$ cat config.mk
export PLATFORM = sky130hd
export DESIGN_NAME = opto_reader
export DESIGN_NICKNAME = d
export VERILOG_FILES = /design/src/rtl/opto_reader.sv
export SDC_FILE = /design/constraint.sdc
export NUM_CORES = 1
export LEC_CHECK = 0
export ABC_AREA = 1
export BUFFER_PORTS_ARGS = -buffer_cell sky130_fd_sc_hd__clkbuf_2
export CAP_MARGIN = 20
export CORE_ASPECT_RATIO = 1.75
export CORE_UTILIZATION = 48
export CTS_BUF_LIST = sky130_fd_sc_hd__clkbuf_16
export DETAILED_ROUTE_END_ITERATION = 16
export PLACE_DENSITY = 0.86
export SYNTH_ARGS = -nofsm -noshare
export SYNTH_HDL_FRONTEND = slang
export SYNTH_SLANG_ARGS = --single-unit
$ cat constraint.sdc
create_clock -name i_clk_50m -period 1.5 [get_ports i_clk_50m]
set_clock_uncertainty 0.05 [all_clocks]
set_input_delay 0.15 -clock i_clk_50m [delete_from_list [all_inputs] [get_ports i_clk_50m]]
set_output_delay 0.15 -clock i_clk_50m [all_outputs]
set_load 0.005 [all_outputs]
$ cat src/rtl/opto_reader.sv
// opto_reader
//   Reads OPTO_NUM 32-bit period words from a byte-wide opto RAM after each
//   i_opto_make pulse. Each word is reassembled big-endian (byte 0 is the MSB)
//   and handed downstream over a valid/ready handshake. o_frame_done pulses
//   after the last word transfers.
//
// Parameters
//   OPTO_NUM  words per frame, 1..256
//   RD_LAT    RAM read latency in cycles from the o_opto_rden cycle, 1..3
//
// Ports
//   i_clk_50m       system clock, rising edge
//   i_rst_n         asynchronous active-low reset
//   i_opto_make     pulse: a complete frame is in the opto RAM
//   o_opto_rden     RAM read enable, one cycle per byte
//   o_opto_rdaddr   RAM byte address (4*word + byte)
//   i_opto_rddata   RAM read data
//   o_period_valid  period word available
//   o_period_data   reassembled period word
//   o_period_index  index of o_period_data within the frame
//   i_period_ready  downstream accepts the word
//   o_frame_done    pulse after the last word of a frame transfers
//   o_busy          frame in progress (cycle after accept through done cycle)
//   o_make_drop     pulse: i_opto_make arrived while busy and was ignored
//   o_period_sum    sum of the last frame's words (0 unless summing is built)
//
// Build option
//   OPTO_READER_SUM_EN  when defined, accumulates all transferred words of a
//                       frame (modulo 2^32) and presents the total on
//                       o_period_sum from the o_frame_done cycle onwards.
module opto_reader #(
  parameter int unsigned OPTO_NUM = 40,
  parameter int unsigned RD_LAT   = 1
) (
  input  logic        i_clk_50m,
  input  logic        i_rst_n,
  input  logic        i_opto_make,
  output logic        o_opto_rden,
  output logic [9:0]  o_opto_rdaddr,
  input  logic [7:0]  i_opto_rddata,
  output logic        o_period_valid,
  output logic [31:0] o_period_data,
  output logic [7:0]  o_period_index,
  input  logic        i_period_ready,
  output logic        o_frame_done,
  output logic        o_busy,
  output logic        o_make_drop,
  output logic [31:0] o_period_sum
);

  localparam logic [2:0] IDLE    = 3'd0;
  localparam logic [2:0] RD_REQ  = 3'd1;
  localparam logic [2:0] RD_WAIT = 3'd2;
  localparam logic [2:0] OUTPUT  = 3'd3;
  localparam logic [2:0] DONE    = 3'd4;

  localparam logic [7:0] LAST_WORD = 8'(OPTO_NUM - 1);
  localparam logic [1:0] LAT_LAST  = 2'(RD_LAT - 1);

  logic [2:0]  state_q, state_d;
  logic [1:0]  byte_q, byte_d;
  logic [1:0]  lat_q, lat_d;
  logic [7:0]  word_q, word_d;
  // Holds bytes 0..2 of the word being read; byte 3 joins them straight
  // into the output register.
  logic [23:0] shift_q, shift_d;
  logic        rden_q, rden_d;
  logic [9:0]  rdaddr_q, rdaddr_d;
  logic        valid_q, valid_d;
  logic [31:0] data_q, data_d;
  logic [7:0]  index_q, index_d;
  logic        done_q, done_d;
  logic        drop_q, drop_d;

  logic accept;
  logic xfer;
  logic last_xfer;

  assign accept    = (state_q == IDLE) && i_opto_make;
  // valid_q is high exactly while in OUTPUT, so this is valid & ready.
  assign xfer      = (state_q == OUTPUT) && i_period_ready;
  assign last_xfer = xfer && (word_q == LAST_WORD);

  always_comb begin
    state_d  = state_q;
    byte_d   = byte_q;
    lat_d    = lat_q;
    word_d   = word_q;
    shift_d  = shift_q;
    rden_d   = 1'b0;
    rdaddr_d = rdaddr_q;
    valid_d  = valid_q;
    data_d   = data_q;
    index_d  = index_q;
    done_d   = 1'b0;
    // Any make outside IDLE (including the DONE cycle) is dropped.
    drop_d   = i_opto_make && (state_q != IDLE);

    case (state_q)
      IDLE: begin
        if (accept) begin
          state_d  = RD_REQ;
          rden_d   = 1'b1;
          rdaddr_d = '0;
          byte_d   = '0;
          word_d   = '0;
          lat_d    = '0;
        end
      end
      RD_REQ: begin
        state_d = RD_WAIT;
        lat_d   = '0;
      end
      RD_WAIT: begin
        if (lat_q == LAT_LAST) begin
          if (byte_q != 2'd3) begin
            shift_d  = {shift_q[15:0], i_opto_rddata};
            byte_d   = byte_q + 2'd1;
            state_d  = RD_REQ;
            rden_d   = 1'b1;
            rdaddr_d = {word_q, byte_q + 2'd1};
          end else begin
            state_d = OUTPUT;
            valid_d = 1'b1;
            data_d  = {shift_q, i_opto_rddata};
            index_d = word_q;
            byte_d  = '0;
          end
        end else begin
          lat_d = lat_q + 2'd1;
        end
      end
      OUTPUT: begin
        // No read-ahead: the next word is fetched only after this one moves.
        if (xfer) begin
          valid_d = 1'b0;
          if (!last_xfer) begin
            word_d   = word_q + 8'd1;
            state_d  = RD_REQ;
            rden_d   = 1'b1;
            rdaddr_d = {word_q + 8'd1, 2'b00};
          end else begin
            state_d = DONE;
            done_d  = 1'b1;
          end
        end
      end
      DONE: begin
        state_d = IDLE;
        byte_d  = '0;
        word_d  = '0;
        lat_d   = '0;
      end
      default: begin
        state_d = IDLE;
      end
    endcase
  end

  always_ff @(posedge i_clk_50m or negedge i_rst_n) begin
    if (!i_rst_n) begin
      state_q  <= IDLE;
      byte_q   <= '0;
      lat_q    <= '0;
      word_q   <= '0;
      shift_q  <= '0;
      rden_q   <= 1'b0;
      rdaddr_q <= '0;
      valid_q  <= 1'b0;
      data_q   <= '0;
      index_q  <= '0;
      done_q   <= 1'b0;
      drop_q   <= 1'b0;
    end else begin
      state_q  <= state_d;
      byte_q   <= byte_d;
      lat_q    <= lat_d;
      word_q   <= word_d;
      shift_q  <= shift_d;
      rden_q   <= rden_d;
      rdaddr_q <= rdaddr_d;
      valid_q  <= valid_d;
      data_q   <= data_d;
      index_q  <= index_d;
      done_q   <= done_d;
      drop_q   <= drop_d;
    end
  end

  assign o_opto_rden    = rden_q;
  assign o_opto_rdaddr  = rdaddr_q;
  assign o_period_valid = valid_q;
  assign o_period_data  = data_q;
  assign o_period_index = index_q;
  assign o_frame_done   = done_q;
  assign o_make_drop    = drop_q;
  assign o_busy         = (state_q != IDLE);

`ifdef OPTO_READER_SUM_EN
  logic [31:0] acc_q;
  logic [31:0] sum_q;

  always_ff @(posedge i_clk_50m or negedge i_rst_n) begin
    if (!i_rst_n) begin
      acc_q <= '0;
      sum_q <= '0;
    end else if (accept) begin
      acc_q <= '0;
    end else if (xfer) begin
      acc_q <= acc_q + data_q;
      // Lands in the same cycle as o_frame_done.
      if (last_xfer) begin
        sum_q <= acc_q + data_q;
      end
    end
  end

  assign o_period_sum = sum_q;
`else
  assign o_period_sum = '0;
`endif

endmodule

==> flow_summary_export.csv, run 1 <==
group,metric,value,unit
status,run_status,"finished, violations left",
status,violations,"hold timing, setup timing",
floorplanning,core,0.00837,mm^2
clocking,cts.reportedPaths.clkPinSlew,0.06,ns
synth,syn_avg_cell_area,8.55,um^2
synth,yosysUniqueCellTypes,27,
synth,seq_area_frac_synth,55.3,%
floorplanning,die_h,126,um
grt,grt_max_degree,49,
routing,drtPass1Iterations,5,
setup_path,cp_max_fo,5,
setup_path,path_class,"flip-flop to flip-flop",
clocking,clockBufferDepth,2,
clocking,insertion_delay,0.35,ns
placement,place_inst,687,
layout,syn2layout_area_growth,34.9,%
setup_path,arrival,1.75,ns
routing,vias_per_cell,5.13,
setup_path,end_kind,"flip-flop",
grt,track_usage,22.5,%
grt,grt-ovfl-total,0,
pwr,p_per_area,1680,mW/mm^2
clocking,cts-root-buf,"clkbuf_16",
min_path,min_path_type,"input port to flip-flop",
layout,num_antenna_cells,0,
routing,drc,0,
routing,drt-initial-drc-count,283,
floorplanning,dieArea,0.00915,mm^2
setup_path,path_cells,"inv_2 -> ha_4 -> inv_4 -> nor2_4 -> nand2_4 -> clkbuf_16 -> nand4_1 -> nand2_1",
setup_path,cpLargestDelayFamily,"simple AND/OR/NAND/NOR gates",
floorplanning,fp-row-count,44,
synth,yosysWarnings,0,
layout,fin_nets,620,
floorplanning,ioPinCount,99,
routing,num_vias,3717,
pwr,p_total,9.52,mW
timing,hold_viol_final,1,
layout,fill_cells,619,
synth,synth_cells,492,
timing,max_freq,638,MHz
timing,slew_viol_final,0,
clocking,htree_levels,3,
layout,instances_no_fill,725,
timing,holdWs,-0.00784,ns
setup_path,critical_path.max_stage_delay,0.41,ns
setup_path,slowest_stage,"dfrtp_1",
clocking,cts_sinks,93,
clocking,cts_made_buffers,9,
timing,rsz0062_at_grt,"true",
timing,finalSetupViolCount,37,
synth,syn_area,0.00421,mm^2
synth,ys_seq_elements,93,
placement,place_congestion,0.868,
setup_path,worstSetupStartpointType,"flip-flop",
grt,grt_pass1_wl,15.6,mm
clocking,cts_tree,"done",
setup_path,cp.required,1.69,ns
grt,grt_pass1_vias,3460,
routing,routedWlPerCell,15.8,um
placement,dp_hpwl,6.72,mm
pwr,power_leakage,3.10,nW
timing,period_share,105,%
job,maxCapViolations,0,
placement,io_buffers,66,
routing,drtAntennaViolNets,0,
pwr,ir_drop,1220,uV
timing,setup_slack,-0.0676,ns
setup_path,path_buf_inv,3,
floorplanning,die_w,72.8,um
timing,fin_crit,1.57,ns
layout,drive_gt1_share,32.6,%
floorplanning,initial_core_util,50.3,%
layout,utilization,67.8,%
grt,antenna_found_initial,0,
routing,drt_wl_total,11.5,mm
-- cells by family (layout without fill, tap and decap cells) --
family                   count (synthesis)  count (layout)  share of synthesized area, %
buffers and inverters                  104             189                          13.2
AND/OR/NAND/NOR                        221             223                          22.1
flip-flops                              93              93                          55.3
adder cells (fa/ha/maj)                  3               3                         0.893
other                                    1              32                        0.0892
AO/OA/AOI/OAI                           70              70                          8.36
-- state kept, by name, indices dropped and copies added (netlist names) --
register / count
state_q: 3
o_make_drop: 1
word_q: 8
o_period_index: 8
o_period_data: 32
o_period_valid: 1
byte_q: 2
lat_q: 2
shift_q: 24
o_opto_rden: 1
o_frame_done: 1
o_opto_rdaddr: 10
-- cell type report --
class,instances,area [um^2],share of cell area (%)
Multi-Input combinational cell,328,1720,30.2
Clock buffer,9,225,3.97
Tap cell,115,144,2.54
Clock inverter,7,114,2.01
Timing Repair Buffer,119,936,16.5
Sequential cell,93,2330,41.0
Inverter,54,210,3.71
-- power breakdown --
group / switching, mW / internal [mW]
Clock: 0.973 / 1.63
Combinational: 1.98 / 1.50
Sequential: 0.379 / 3.06
-- cell usage after synthesis (all sizes together) --
master | instances | share of area (%)
nor2 | 20 | 2.1
inv | 54 | 4.9
a21oi | 1 | 0.12
dfrtp | 93 | 55
buf | 43 | 7.7
nand3 | 20 | 2.8
ha | 3 | 0.89
o22ai | 1 | 0.15
clkbuf | 7 | 0.65
or2 | 2 | 0.30
nand2 | 167 | 15
nand4 | 10 | 1.5
nand3b | 1 | 0.18
conb | 1 | 0.089
nor3 | 1 | 0.12
o21ai | 68 | 8.1
-- tightest hold or removal path, delay by kind of cell --
| family | cells | cell delay (ns) |
|---|---|---|
| AO/OA/AOI/OAI | 1 | 0.06 |
| buffers and inverters | 2 | 0.13 |
-- layout by cell type (no fill, tap or decap), drive strengths merged --
cell,count
conb,32
nand3b,1
nand3,21
bufinv,3
clkbuf,79
ha,3
nand2,168
o22ai,1
inv,56
nand4,10
nor2,20
nor3,1
dlygate4sd3,3
dfrtp,93
or2,2
a21oi,1
clkinv,2
o21ai,68
buf,46
-- final timing paths --
kind / depth (start not counted) / start / end / slack (ns)
max: 8 / lat_q[1]$_DFFE_PN0P_ / o_opto_rdaddr[3]$_DFFE_PN0P_ / -0.07
min: 3 / i_opto_rddata[4] / shift_q[4]$_DFFE_PN0P_ / -0.008
max reg2reg: 8 / lat_q[1]$_DFFE_PN0P_ / o_opto_rdaddr[3]$_DFFE_PN0P_ / -0.07
min reg2reg: 2 / o_period_data[30]$_DFFE_PN0P_ / o_period_data[30]$_DFFE_PN0P_ / 0.42
max in group asynchronous: 3 / i_rst_n / o_period_index[4]$_DFFE_PN0P_ / 0.59
min in group asynchronous: 2 / i_rst_n / o_period_data[16]$_DFFE_PN0P_ / 0.25
-- timing repair --
| item | CTS | global route |
|---|---|---|
| hold buffers | 3 | 0 |
| hold endpoints to repair | 45 | 0 |
| resized for setup | 10 | 103 |
| endpoints found under the setup margin | 53 | 87 |
| pin swaps | 2 | 29 |
| gates cloned | 0 | 11 |
| buffers inserted | 1 | 7 |
-- per-layer routing --
layer	part of all wire [%]	vias up	track usage [%]
met1	36	1798	26.3
met3	4.7	45	5.12
met5	0	-	0
met4	4.6	0	13.7
li1	-	1709	-
met2	54	165	36.9
-- per-stage QoR --
stage	TNS, ns	area [um^2]	setup slack (ns)	hold slack [ns]
floorplan	0	4320	0.0788	-0.196
global placement	0	4770	0.0294	0.0428
detailed placement	-1.00	4770	-0.0595	0.0463
CTS	-0.0186	5180	-0.0186	0.00345
global route	-2.96	5670	-0.101	0.0103
finish	-1.15	5670	-0.0676	-0.00784
No activity file was read; power rests on OpenSTA's default activity.
==> run 2: changes to the inputs <==
Settings changed: CELL_PAD_IN_SITES_DETAIL_PLACEMENT set to 0, CELL_PAD_IN_SITES_GLOBAL_PLACEMENT set to 1, CORE_UTILIZATION 48 to 36, PLACE_DENSITY 0.86 to 0.87.
==> flow_summary_export.csv, run 2 (synthesized netlist as in run 1, its figures left out) <==
group,metric,value,unit
routing,vias_per_cell,4.71,
floorplanning,initial_core_util,37.4,%
layout,final_cell_mix,"141 x nand2_1, 92 x dfrtp_1, 65 x clkbuf_2, 49 x o21ai_1, 44 x inv_1",
routing,drtAntennaViolNets,0,
layout,drive_gt1_share,31.3,%
layout,final_common_cell,"nand2_1",
clocking,htree_levels,3,
setup_path,end_kind,"flip-flop",
floorplanning,dieArea,0.0121,mm^2
pwr,power_leakage,3.01,nW
placement,dp_slack,-0.0124,ns
layout,seqCellArea,0.00233,mm^2
floorplanning,ioPinCount,99,
layout,syn2layout_area_growth,32.3,%
setup_path,worstSetupStartpointType,"flip-flop",
clocking,cts_sinks,93,
routing,drt-initial-drc-count,164,
grt,grt_max_degree,94,
routing,drc,0,
timing,max_freq,685,MHz
clocking,insertion_delay,0.35,ns
pwr,p_per_area,1550,mW/mm^2
timing,holdWs,-0.00608,ns
timing,finalSetupViolCount,0,
timing,slew_headroom,65.2,%
setup_path,path_cells,"buf_6 -> nand3_4 -> nor2_4 -> nand2_8 -> clkbuf_16 -> nand2_1 -> o21ai_0",
setup_path,cp.required,1.68,ns
timing,setup_slack,0.0394,ns
clocking,cts_made_buffers,9,
routing,drt_wl_total,10.7,mm
clocking,cts_tree,"done",
clocking,cts-root-buf,"clkbuf_16",
floorplanning,core,0.0112,mm^2
floorplanning,die_h,145,um
timing,period_share,97.4,%
grt,antenna_found_initial,0,
layout,num_antenna_cells,0,
timing,hold_viol_final,3,
setup_path,critical_path.max_stage_delay,0.40,ns
status,violations,"hold timing",
layout,utilization,49.6,%
job,maxCapViolations,0,
setup_path,slowest_stage,"dfrtp_1",
pwr,p_total,8.63,mW
timing,setup_tns,0,ns
layout,largest_reg_flops,32,
layout,fill_cells,1062,
routing,num_vias,3483,
routing,routedWlPerCell,14.4,um
timing,fin_crit,1.46,ns
status,run_status,"finished, violations left",
floorplanning,die_w,83.7,um
clocking,clockBufferDepth,2,
clocking,cts.reportedPaths.clkPinSlew,0.07,ns
grt,grt-ovfl-total,0,
layout,multi_input_area,0.00169,mm^2
grt,track_usage,16.4,%
grt,grt_pass1_vias,3270,
timing,tightest_slew,0.522,ns
routing,drtPass1Iterations,4,
timing,slew_viol_final,0,
placement,place_congestion,0.827,
pwr,ir_drop,963,uV
placement,dp_hpwl,6.71,mm
grt,grt_pass1_wl,16.0,mm
floorplanning,fp-row-count,51,
setup_path,arrival,1.64,ns
min_path,min_path_type,"input port to flip-flop",
setup_path,path_class,"flip-flop to flip-flop",
setup_path,cp_max_fo,12,
timing,rsz0062_at_grt,"true",
layout,fin_nets,617,
placement,io_buffers,66,
run 2: per-layer routing:
layer | up-vias | global-route usage (%) | wire [um]
li1 | 1706 | - | -
met1 | 1683 | 19.6 | 4230
met2 | 81 | 29.0 | 5900
met3 | 13 | 3.07 | 334
met4 | 0 | 6.36 | 183
met5 | - | 0 | 0
run 2: where the power goes:
group,switching [mW],total (mW),internal [mW]
sequential,0.326,3.38,3.06
combinational,1.75,3.03,1.28
clock,1.06,2.22,1.17
run 2: what timing repair did:
action / in CTS / in global routing
gates resized for setup: 6 / 124
hold endpoints to repair: 98 / 1
hold buffers: 4 / 1
buffers inserted: 3 / 7
setup endpoints to repair: 22 / 87
cloned: 0 / 11
pin swaps: 2 / 25
run 2: critical path: cells and delay by family, from the launching register on:
kind	cells	cell delay, ns
AO/OA/AOI/OAI	1	0.07
buffers and inverters	2	0.33
flip-flops	1	0.40
AND/OR/NAND/NOR	4	0.50
run 2: through the flow:
step / cells / area (um^2) / hold slack, ns
final: 739 / 5570 / -0.00608
after global routing: 739 / 5570 / 0.000507
after CTS: 721 / 5080 / 0.000581
after detailed placement: 699 / 4720 / 0.193
after global placement: 699 / 4720 / 0.187
after floorplan: 523 / 4320 / -0.196
run 2: final cells by class:
type,count,area share (%)
flip-flops and latches,93,41.8
inverters,54,3.78
clock buffers,9,4.05
repair buffers,116,15.9
clock inverters,7,1.15
multi-input cells,328,30.3
well taps,132,2.97
run 2: path summary, 6_finish.rpt:
check,slack [ns],depth (start not counted),start,endpoint
setup / recovery,0.04,7,state_q[1]$_DFFE_PN0P_,o_period_index[1]$_DFFE_PN0P_
hold / removal,-0.006,3,i_opto_rddata[2],o_period_data[2]$_DFFE_PN0P_
min in group asynchronous,0.31,3,i_rst_n,o_period_index[4]$_DFFE_PN0P_
hold reg to reg,0.43,2,o_period_data[28]$_DFFE_PN0P_,o_period_data[28]$_DFFE_PN0P_
max in group asynchronous,0.64,3,i_rst_n,state_q[0]$_DFFE_PN0P_
setup reg to reg,0.04,7,state_q[1]$_DFFE_PN0P_,o_period_index[1]$_DFFE_PN0P_
==> run 3: changes to the inputs <==
Settings changed: PLACE_DENSITY 0.87 to not set, PLACE_DENSITY_LB_ADDON set to 0.2.
==> flow_summary_export.csv, run 3 (synthesized netlist as in run 1, its figures left out) <==
group,metric,value,unit
routing,drtPass1Iterations,4,
grt,grt_max_degree,49,
floorplanning,die_h,145,um
setup_path,crit_top_cell,"nand2_2",
layout,syn2layout_area_growth,28.1,%
layout,utilization,48.0,%
routing,drtAntennaViolNets,0,
routing,vias_per_cell,4.61,
job,maxCapViolations,0,
pwr,combPwrFrac,31.6,%
setup_path,rrSetupSlack,0.03,ns
clocking,cts-root-buf,"clkbuf_16",
pwr,p_sw,2.89,mW
status,run_status,"finished, final reports clean",
timing,hold_viol_final,0,
placement,place_congestion,0.807,
timing,max_freq,680,MHz
layout,fin_nets,612,
setup_path,path_cells,"buf_6 -> nand2_2 -> nor2_4 -> nand2_2 -> inv_1 -> nand2_2 -> buf_4 -> nand4_1 -> nand2_1",
layout,multi_input_area,0.00156,mm^2
layout,final_cell_mix,"148 x nand2_1, 93 x dfrtp_1, 65 x clkbuf_2, 61 x o21ai_0, 49 x inv_1",
placement,placed_cell_area,0.00478,mm^2
layout,instances_no_fill,734,
routing,routedWlPerCell,14.0,um
pwr,p_total,8.53,mW
setup_path,end_kind,"flip-flop",
clocking,insertion_delay,0.34,ns
clocking,cts_tree,"done",
layout,fill_cells,1125,
routing,drt_wl_total,10.3,mm
min_path,min_path_type,"input port to flip-flop",
pwr,swShare,33.9,%
floorplanning,core,0.0112,mm^2
setup_path,slowest_stage,"dfrtp_1",
setup_path,worstSetupStartpointType,"flip-flop",
floorplanning,die_w,83.7,um
setup_path,path_class,"flip-flop to flip-flop",
setup_path,critical_path.max_stage_delay,0.39,ns
layout,largest_reg_flops,32,
placement,io_buffers,66,
timing,setup_tns,0,ns
grt,antenna_found_initial,0,
layout,design_area,0.00539,mm^2
floorplanning,initial_core_util,37.4,%
pwr,power_leakage,2.98,nW
layout,num_antenna_cells,0,
clocking,cts.reportedPaths.clkPinSlew,0.07,ns
grt,grt_pass1_vias,3217,
pwr,p_per_area,1580,mW/mm^2
grt,track_usage,16.9,%
timing,holdWs,0.00756,ns
timing,setup_slack,0.0285,ns
clocking,cts_made_buffers,9,
clocking,htree_levels,3,
timing,period_share,98.1,%
clocking,clockBufferDepth,2,
placement,place_inst,706,
timing,rsz0062_at_grt,"true",
setup_path,arrival,1.65,ns
timing,slew_viol_final,0,
layout,final_common_cell,"nand2_1",
routing,num_vias,3382,
pwr,ir_drop,874,uV
pwr,p_seq_share,39.3,%
layout,seqCellArea,0.00233,mm^2
placement,dp_slack,-0.0114,ns
timing,finalSetupViolCount,0,
floorplanning,fp-row-count,51,
routing,drt-initial-drc-count,166,
grt,grt_pass1_wl,16.1,mm
pwr,clock_power_share,29.1,%
pwr,intPower,5.64,mW
setup_path,cp_max_fo,10,
setup_path,cp.required,1.68,ns
clocking,cts_sinks,93,
floorplanning,ioPinCount,99,
placement,dp_hpwl,7.25,mm
layout,drive_gt1_share,27.7,%
floorplanning,dieArea,0.0121,mm^2
timing,fin_crit,1.47,ns
grt,grt-ovfl-total,0,
routing,drc,0,
run 3: changes by cell type in the layout (fill, tap and decap cells not counted), sizes merged, moves of 2 or more:
cell | before | now
inv | 59 | 56
clkinv | 0 | 2
clkbuf | 79 | 76
bufinv | 0 | 2
run 3: power groups by stage:
| stage | sequential, mW | clock (mW) | combinational (mW) |
|---|---|---|---|
| floorplan | 3.37 | 0 | 1.48 |
| global placement | 3.37 | 0 | 2.30 |
| detailed placement | 3.39 | 0 | 2.31 |
| CTS | 3.34 | 2.55 | 2.38 |
| global route | 3.42 | 2.65 | 3.07 |
| finish | 3.35 | 2.48 | 2.69 |
run 3: area by class of cell:
| cell class | count | share of cell area [%] |
|---|---|---|
| clock inverters | 7 | 1.86 |
| clock buffers | 9 | 4.18 |
| repair buffers | 113 | 14.8 |
| well taps | 132 | 3.06 |
| inverters | 54 | 3.85 |
| flip-flops and latches | 93 | 43.2 |
| multi-input cells | 326 | 29.0 |
run 3: layer usage:
metal  global-route usage (%)  up-vias  share of wire (%)
met4                     6.95        0                1.7
met1                     20.2     1611                 41
met5                        0        -                  0
met2                     29.3       64                 54
li1                         -     1695                  -
met3                     3.24       12                3.2
run 3: what timing repair did:
action,in CTS,in global routing
endpoints found under the hold margin,30,0
setup buffers,1,5
gates cloned,0,3
setup endpoints to repair,15,80
pin swaps,1,12
hold buffers,4,0
gates resized for setup,5,49
run 3: worst paths after layout:
| kind | startpoint | endpoint | cells after the start |
|---|---|---|---|
| max in group asynchronous | i_rst_n | o_period_data[17]$_DFFE_PN0P_ | 3 |
| min in group asynchronous | i_rst_n | lat_q[0]$_DFFE_PN0P_ | 2 |
| hold reg to reg | o_period_data[31]$_DFFE_PN0P_ | o_period_data[31]$_DFFE_PN0P_ | 2 |
| setup / recovery | state_q[1]$_DFFE_PN0P_ | o_opto_rdaddr[6]$_DFFE_PN0P_ | 9 |
| setup reg to reg | state_q[1]$_DFFE_PN0P_ | o_opto_rdaddr[6]$_DFFE_PN0P_ | 9 |
| hold / removal | i_opto_rddata[7] | o_period_data[7]$_DFFE_PN0P_ | 3 |
run 3: worst max-delay path: cells and delay by family, from the launching register on:
family | cells | cell delay, ns
buf+inv | 3 | 0.41
simple gates | 6 | 0.51
flops | 1 | 0.39
